<file path="src/rtl/booth_ctrl.sv">
// Control sequencer for a radix-2 Booth signed multiplier driving an external A/Q/M datapath.
// Moore machine: every output is a register loaded from the decode of the next state.
module booth_ctrl #(
   parameter int N = 8
) (
   input  logic clk,
   input  logic rst_b,
   input  logic start,
   input  logic q0,
   input  logic q_m1,
   output logic c0,
   output logic c1,
   output logic c2,
   output logic c3,
   output logic c4,
   output logic c5,
   output logic c6,
   output logic c7,
   output logic busy,
   output logic done
);

   localparam int CW = (N > 1) ? $clog2(N) : 1;
   localparam logic [CW-1:0] LAST_CNT = CW'(N - 1);

   typedef enum logic [3:0] {
      IDLE  = 4'd0,
      INIT  = 4'd1,
      LOADQ = 4'd2,
      TEST  = 4'd3,
      ADD   = 4'd4,
      SUB   = 4'd5,
      SHIFT = 4'd6,
      OUT_A = 4'd7,
      OUT_Q = 4'd8,
      DONE  = 4'd9
   } state_t;

   state_t        state_r;
   state_t        next_s;
   logic [CW-1:0] cnt_r;
   logic [CW-1:0] cnt_next_s;
   logic [9:0]    out_r;

   // Output image per state, bit order {done, busy, c7..c0}; undefined encodings decode to all zero.
   function automatic logic [9:0] decode_out(input state_t st);
      logic [9:0] v;
      case (st)
         IDLE:    v = 10'b00_0000_0000;
         INIT:    v = 10'b01_0000_0011;
         LOADQ:   v = 10'b01_0000_1000;
         TEST:    v = 10'b01_0000_0000;
         ADD:     v = 10'b01_0000_0100;
         SUB:     v = 10'b01_0100_0100;
         SHIFT:   v = 10'b01_0001_0000;
         OUT_A:   v = 10'b01_0010_0000;
         OUT_Q:   v = 10'b01_1000_0000;
         DONE:    v = 10'b11_0000_0000;
         default: v = 10'b00_0000_0000;
      endcase
      return v;
   endfunction

   // Next-state and iteration-counter logic.
   always_comb begin
      next_s     = IDLE;
      cnt_next_s = cnt_r;
      case (state_r)
         IDLE: begin
            if (start) begin
               next_s = INIT;
            end else begin
               next_s = IDLE;
            end
         end
         INIT: begin
            next_s     = LOADQ;
            cnt_next_s = {CW{1'b0}};
         end
         LOADQ: next_s = TEST;
         TEST: begin
            case ({q0, q_m1})
               2'b01:   next_s = ADD;
               2'b10:   next_s = SUB;
               default: next_s = SHIFT;
            endcase
         end
         ADD:   next_s = SHIFT;
         SUB:   next_s = SHIFT;
         SHIFT: begin
            // Explicit wrap keeps the counter legal when N is not a power of two.
            if (cnt_r == LAST_CNT) begin
               next_s     = OUT_A;
               cnt_next_s = {CW{1'b0}};
            end else begin
               next_s     = TEST;
               cnt_next_s = cnt_r + CW'(1);
            end
         end
         OUT_A: next_s = OUT_Q;
         OUT_Q: next_s = DONE;
         DONE:  next_s = IDLE;
         default: begin
            next_s     = IDLE;
            cnt_next_s = {CW{1'b0}};
         end
      endcase
   end

   // State, counter and registered outputs; async reset clears everything immediately.
   always_ff @(posedge clk or negedge rst_b) begin
      if (!rst_b) begin
         state_r <= IDLE;
         cnt_r   <= {CW{1'b0}};
         out_r   <= 10'b00_0000_0000;
      end else begin
         state_r <= next_s;
         cnt_r   <= cnt_next_s;
         out_r   <= decode_out(next_s);
      end
   end

   assign c0   = out_r[0];
   assign c1   = out_r[1];
   assign c2   = out_r[2];
   assign c3   = out_r[3];
   assign c4   = out_r[4];
   assign c5   = out_r[5];
   assign c6   = out_r[6];
   assign c7   = out_r[7];
   assign busy = out_r[8];
   assign done = out_r[9];

endmodule

</file>
<file path="config.mk">
export PLATFORM = sky130hd
export DESIGN_NAME = booth_ctrl
export DESIGN_NICKNAME = d
export VERILOG_FILES = /design/src/rtl/booth_ctrl.sv
export SDC_FILE = /design/constraint.sdc
export NUM_CORES = 1
export LEC_CHECK = 0
export ABC_AREA = 1
export CORE_UTILIZATION = 36
export CTS_CLUSTER_DIAMETER = 60
export CTS_CLUSTER_SIZE = 25
export DETAILED_ROUTE_END_ITERATION = 8
export GPL_TIMING_DRIVEN = 0
export PLACE_DENSITY = 0.6
export SKIP_LAST_GASP = 1
export SYNTH_ARGS = -nofsm -noshare
export SYNTH_HDL_FRONTEND = slang
export SYNTH_SLANG_ARGS = --single-unit
export TNS_END_PERCENT = 1
</file>
<file path="constraint.sdc">
create_clock -name clk -period 1.8 [get_ports clk]
set_input_delay 0.27 -clock clk [delete_from_list [all_inputs] [get_ports clk]]
set_output_delay 0.27 -clock clk [all_outputs]
set_load 0.02 [all_outputs]
</file>
**After elaboration in Yosys (flattened, before gate mapping)**

Memories as Yosys holds them, arrays and structs flattened. A register that Yosys moved wholly into a read port is not among the register bits.
Cells that the tools add are included.

- Bits in registers: 7
- Memory bits (read-only): 160
- Output and inout port bits: 10
- Word-level logic and storage cells: 26
- Memories: 1

Memory list:

| name | words | width | read ports | clocked after Yosys merged registers in | wr ports | RTL line | source |
|---|---|---|---|---|---|---|---|
| (name not given) | 16 | 10 | 1 | 1 | 0 | 48 | `case (st)` |

- $add $sub $neg: 1
- Equality and inequality tests: 12
- Multiplexer cells: 6
- Reduce and logical (&&, ||, !) cells: 4

Operators by type and width:

| operator | number |
|---|---|
| $pmux 4 s8 | 1 |
| $eq 4x3->1 const B | 4 |
| $eq 4x2->1 const B | 2 |
| $eq 4x4->1 const B | 2 |
| $reduce_or 8->1 | 1 |
| $mux 3 | 2 |
| $pmux 3 s2 | 1 |
| $eq 4x1->1 const B | 1 |
| $logic_not 4->1 | 1 |
| $pmux 2 s2 | 1 |
| $add 3x1->3 const B | 1 |
| $eq 3x3->1 const B | 1 |
| $eq 2x1->1 const B | 1 |
| $eq 2x2->1 const B | 1 |
| $reduce_or 2->1 | 1 |
| $logic_not 1->1 | 1 |
| $mux 1 | 1 |

**Depth between registers and ports, before layout**

- Word-level depth: 3
- Depth in mapped cells: 9
- Depth with buffers taken out: 8

**Least setup slack after synthesis**

No wires, ideal clock.

- Kind: register -> register
- From: reg cnt_r[0]
- To: reg out_r[5]
- Data arrival time: 0.977 ns
- Path slack: 0.704 ns
- Cell stages (with the launch flop): 7
- Buffers on the path: 0
- Clock period less this slack: 1.096 ns
- Cell sequence: dfrtp_1 ha_1 ha_1 nand2_2 nand2_2 nand2_1 nor2_1

- Longest elaborated chain between the ends: 3

RTL lines:

| what | RTL line | source |
|---|---|---|
| start: declaration | 41 | `logic [CW-1:0] cnt_r;` |
| start signal: assignment | 114 | `cnt_r <= {CW{1'b0}};` |
| start signal: assignment | 118 | `cnt_r <= cnt_next_s;` |
| $eq 3x3->1 | 92 | `if (cnt_r == LAST_CNT) begin` |
| $mux 3 | 92 |  |
| $pmux 4 s8 | 68 | `case (state_r)` |
| via next_s[2] | 40 | `state_t next_s;` |
| end: declaration | 43 | `logic [9:0] out_r;` |

The timed path passes the listed nets, and every way through them passes these cells.
A chain may end at the register's enable or synchronous reset.

**Final worst setup path**

- From: reg out_r[1]
- To: out c1

RTL lines:

| what | RTL line | source |
|---|---|---|
| end: declaration | 12 | `output logic c1,` |

No word-level cell between the ends.

==> summary.txt <==
Clock network
  – CTS buffer count: 3
  – Hold Buf Count CTS: 0
  – CTS resizes: 0
  – CTS root buf: clkbuf_4
  – Post-CTS Setup Bufs: 0
  – H-tree Lvls: 1
  – CTS tree: done
  – Worst-Skew Late Latency: just under 0.3 ns
  – CTS Sinks: 16
  – Clock buffer depth: 2
  – Worst-path clk slew: approximately 0.090 ns

Global route
  – GRT Resource Usage Total: 0.140
  – First-pass GRT wire length: around 2200 um
  – Grt ovf: 0
  – Largest net degree at the start of global routing: 17
  – Vias in the first global route: approximately 520
  – Initial antenna violation count: 0

Timing
  – Final setup viols: 0
  – Skew final: 0.00242 ns
  – Tmin final: 1.59 ns
  – PnR worst setup slack: roughly 0.21 ns
  – Worst slew margin: 0.521
  – RSZ-0062 raised after global routing: false
  – Final Hold Viols: 0
  – Max Freq: 0.631 GHz
  – Slew Limit Fails: 0
  – Least-Margin Pin Slew: ~0.72 ns
  – Setup TNS: 0 ns
  – Period Utilization, post-route: 0.881

Cells and area
  – Layout cells sized above 1: 0.109
  – Post-Layout Cell Count: between 100 and 150
  – Ant. Diodes: 0
  – Final net count: 119
  – Area Overhead vs Synth: 27.5%
  – # fillers: around 190

Critical path
  – Worst Path Buf+Inv: 2
  – Slowest cell on crit path: clkdlybuf4s50_1
  – CP top delay family: buffers and inverters
  – Slowest stage delay, CP: between 0.5 and 0.6 ns
  – Crit start category: flop
  – Crit path DAT: roughly 1.3 ns
  – CP endpoint kind: output pin
  – CP max FO: 2
  – Critical path class: reg2out
  – Worst path cell trace: buf_4 -> clkdlybuf4s50_1
  – Critical Path RT: approximately 1.5 ns

Detailed routing
  – Routed Antenna Nets: 0
  – Initial DRC count: 15
  – DRT Wirelength: 1360 um
  – DR DRC count: 0
  – Drt first pass iters: 4
  – Via density: 4.58
  – Total number of vias: 627
  – Routed wire per std cell: 9.94 um

Floorplanning
  – Die Area: between 2000 and 2500 um^2
  – Die span in y: about 48 um
  – Starting density of the core: 0.386
  – Chip Width: around 48 um
  – # rows: 16
  – CORE AREA: roughly 2000 um^2
  – Top-Level Pins: 15

Logic synthesis
  – Post-Syn Instances: 92
  – Mapped Avg Cell Area: roughly 8.3 um^2
  – Syn Std Cell Area: between 700 and 800 um^2
  – Seq cells post-synth: 16
  – Netlist cell types: 16
  – Synth Warn #: 0
  – Register area share after synthesis: 0.523
  – Syn_nets: 100

Hold path
  – Hold crit path type: in2async

Place
  – DP HPWL: 1030 um
  – Post-place setup slack: approximately 0.23 ns
  – Placer Congestion: 0.828
  – DP Cell Count: roughly 130
  – Input/output buffers: 14

Power
  – VDD IR max: 0.844 mV
  – PwrDens: ~1600 nW/um^2
  – Final Power: roughly 1600 uW
  – Leakage: 0.000529 uW

Outcome
  – Outcome: finished clean

Job
  – Number of max-cap violations: 0
## power breakdown
part           leakage, uW  internal, uW  switching [uW]  total, uW
combinational     0.000297           299             485        784
clock            0.0000210           123             114        237
sequential        0.000211           478            75.8        554
## state kept, by name, indices dropped and copies added (netlist names)
signal	flops
cnt_r	3
state_r	4
out_r	9
## cells in the mapped netlist
cell type,instances,area [um^2]
nand2_1,21,78.8
dfrtp_1,16,400
inv_1,15,56.3
nor2_1,11,41.3
nand3_1,10,50.1
o21ai_0,4,20.0
ha_1,3,37.5
nand2_2,3,18.8
nor2_2,2,12.5
and3_1,1,6.26
buf_2,1,5.00
buf_4,1,7.51
nand4_1,1,6.26
nor2_4,1,11.3
nor4_1,1,6.26
o211ai_1,1,7.51
## through the flow
stage / utilization / hold slack [ns] / area [um^2]
final: 0.492 / 0.401 / 976
after global routing: 0.492 / 0.464 / 976
after CTS: 0.492 / 0.421 / 976
after detailed placement: 0.474 / 0.505 / 940
after global placement: 0.474 / 0.490 / 940
after floorplan: - / -0.0256 / 766
## final cells by class
class                           count  area, um^2  area share
Sequential cell                    16         400       0.410
Multi-Input combinational cell     59         297       0.304
Timing Repair Buffer               14         140       0.144
Inverter                           15        56.3      0.0577
Clock buffer                        4        36.3      0.0372
Tap cell                           27        33.8      0.0346
Buffer                              2        12.5      0.0128
## logic make-up after synthesis
| logic type | Yosys count | share of synthesized area |
|---|---|---|
| buf+inv | 17 | 0.0899 |
| flops | 16 | 0.523 |
| compound gates | 5 | 0.0360 |
| simple gates | 51 | 0.302 |
| fa+ha+maj | 3 | 0.0490 |
## routing by layer
layer / share of wire / global-route usage / wire, um / vias to the layer above
li1: - / - / - / 324
met1: 0.52 / 0.198 / 706 / 285
met2: 0.43 / 0.200 / 585 / 14
met3: 0.032 / 0.0333 / 43 / 4
met4: 0.019 / 0.0667 / 26 / 0
met5: 0 / 0 / 0 / -
## final timing paths
path / cells past startpoint / slack, ns / start / to
worst max-delay path: 2 / 0.21 / out_r[1] / c1
worst min-delay path: 1 / 0.40 / rst_b / out_r[2]
worst max register to register: 4 / 0.54 / state_r[3] / out_r[4]
worst min register to register: 1 / 0.51 / cnt_r[0] / cnt_r[0]
max in group asynchronous: 1 / 0.95 / rst_b / state_r[0]
min in group clk: 1 / 0.51 / cnt_r[0] / cnt_r[0]
## layout by cell type (no fill, tap or decap), drive strengths merged
master	netlist	final
nand3	10	10
nor4	1	1
nor2	14	14
dfrtp	16	16
o211ai	1	1
inv	15	15
o21ai	4	4
nand2	24	24
clkdlybuf4s50	0	14
and3	1	1
buf	2	2
ha	3	3
nand4	1	1
clkbuf	0	4
Note: power is estimated with default switching activity, not from simulation.
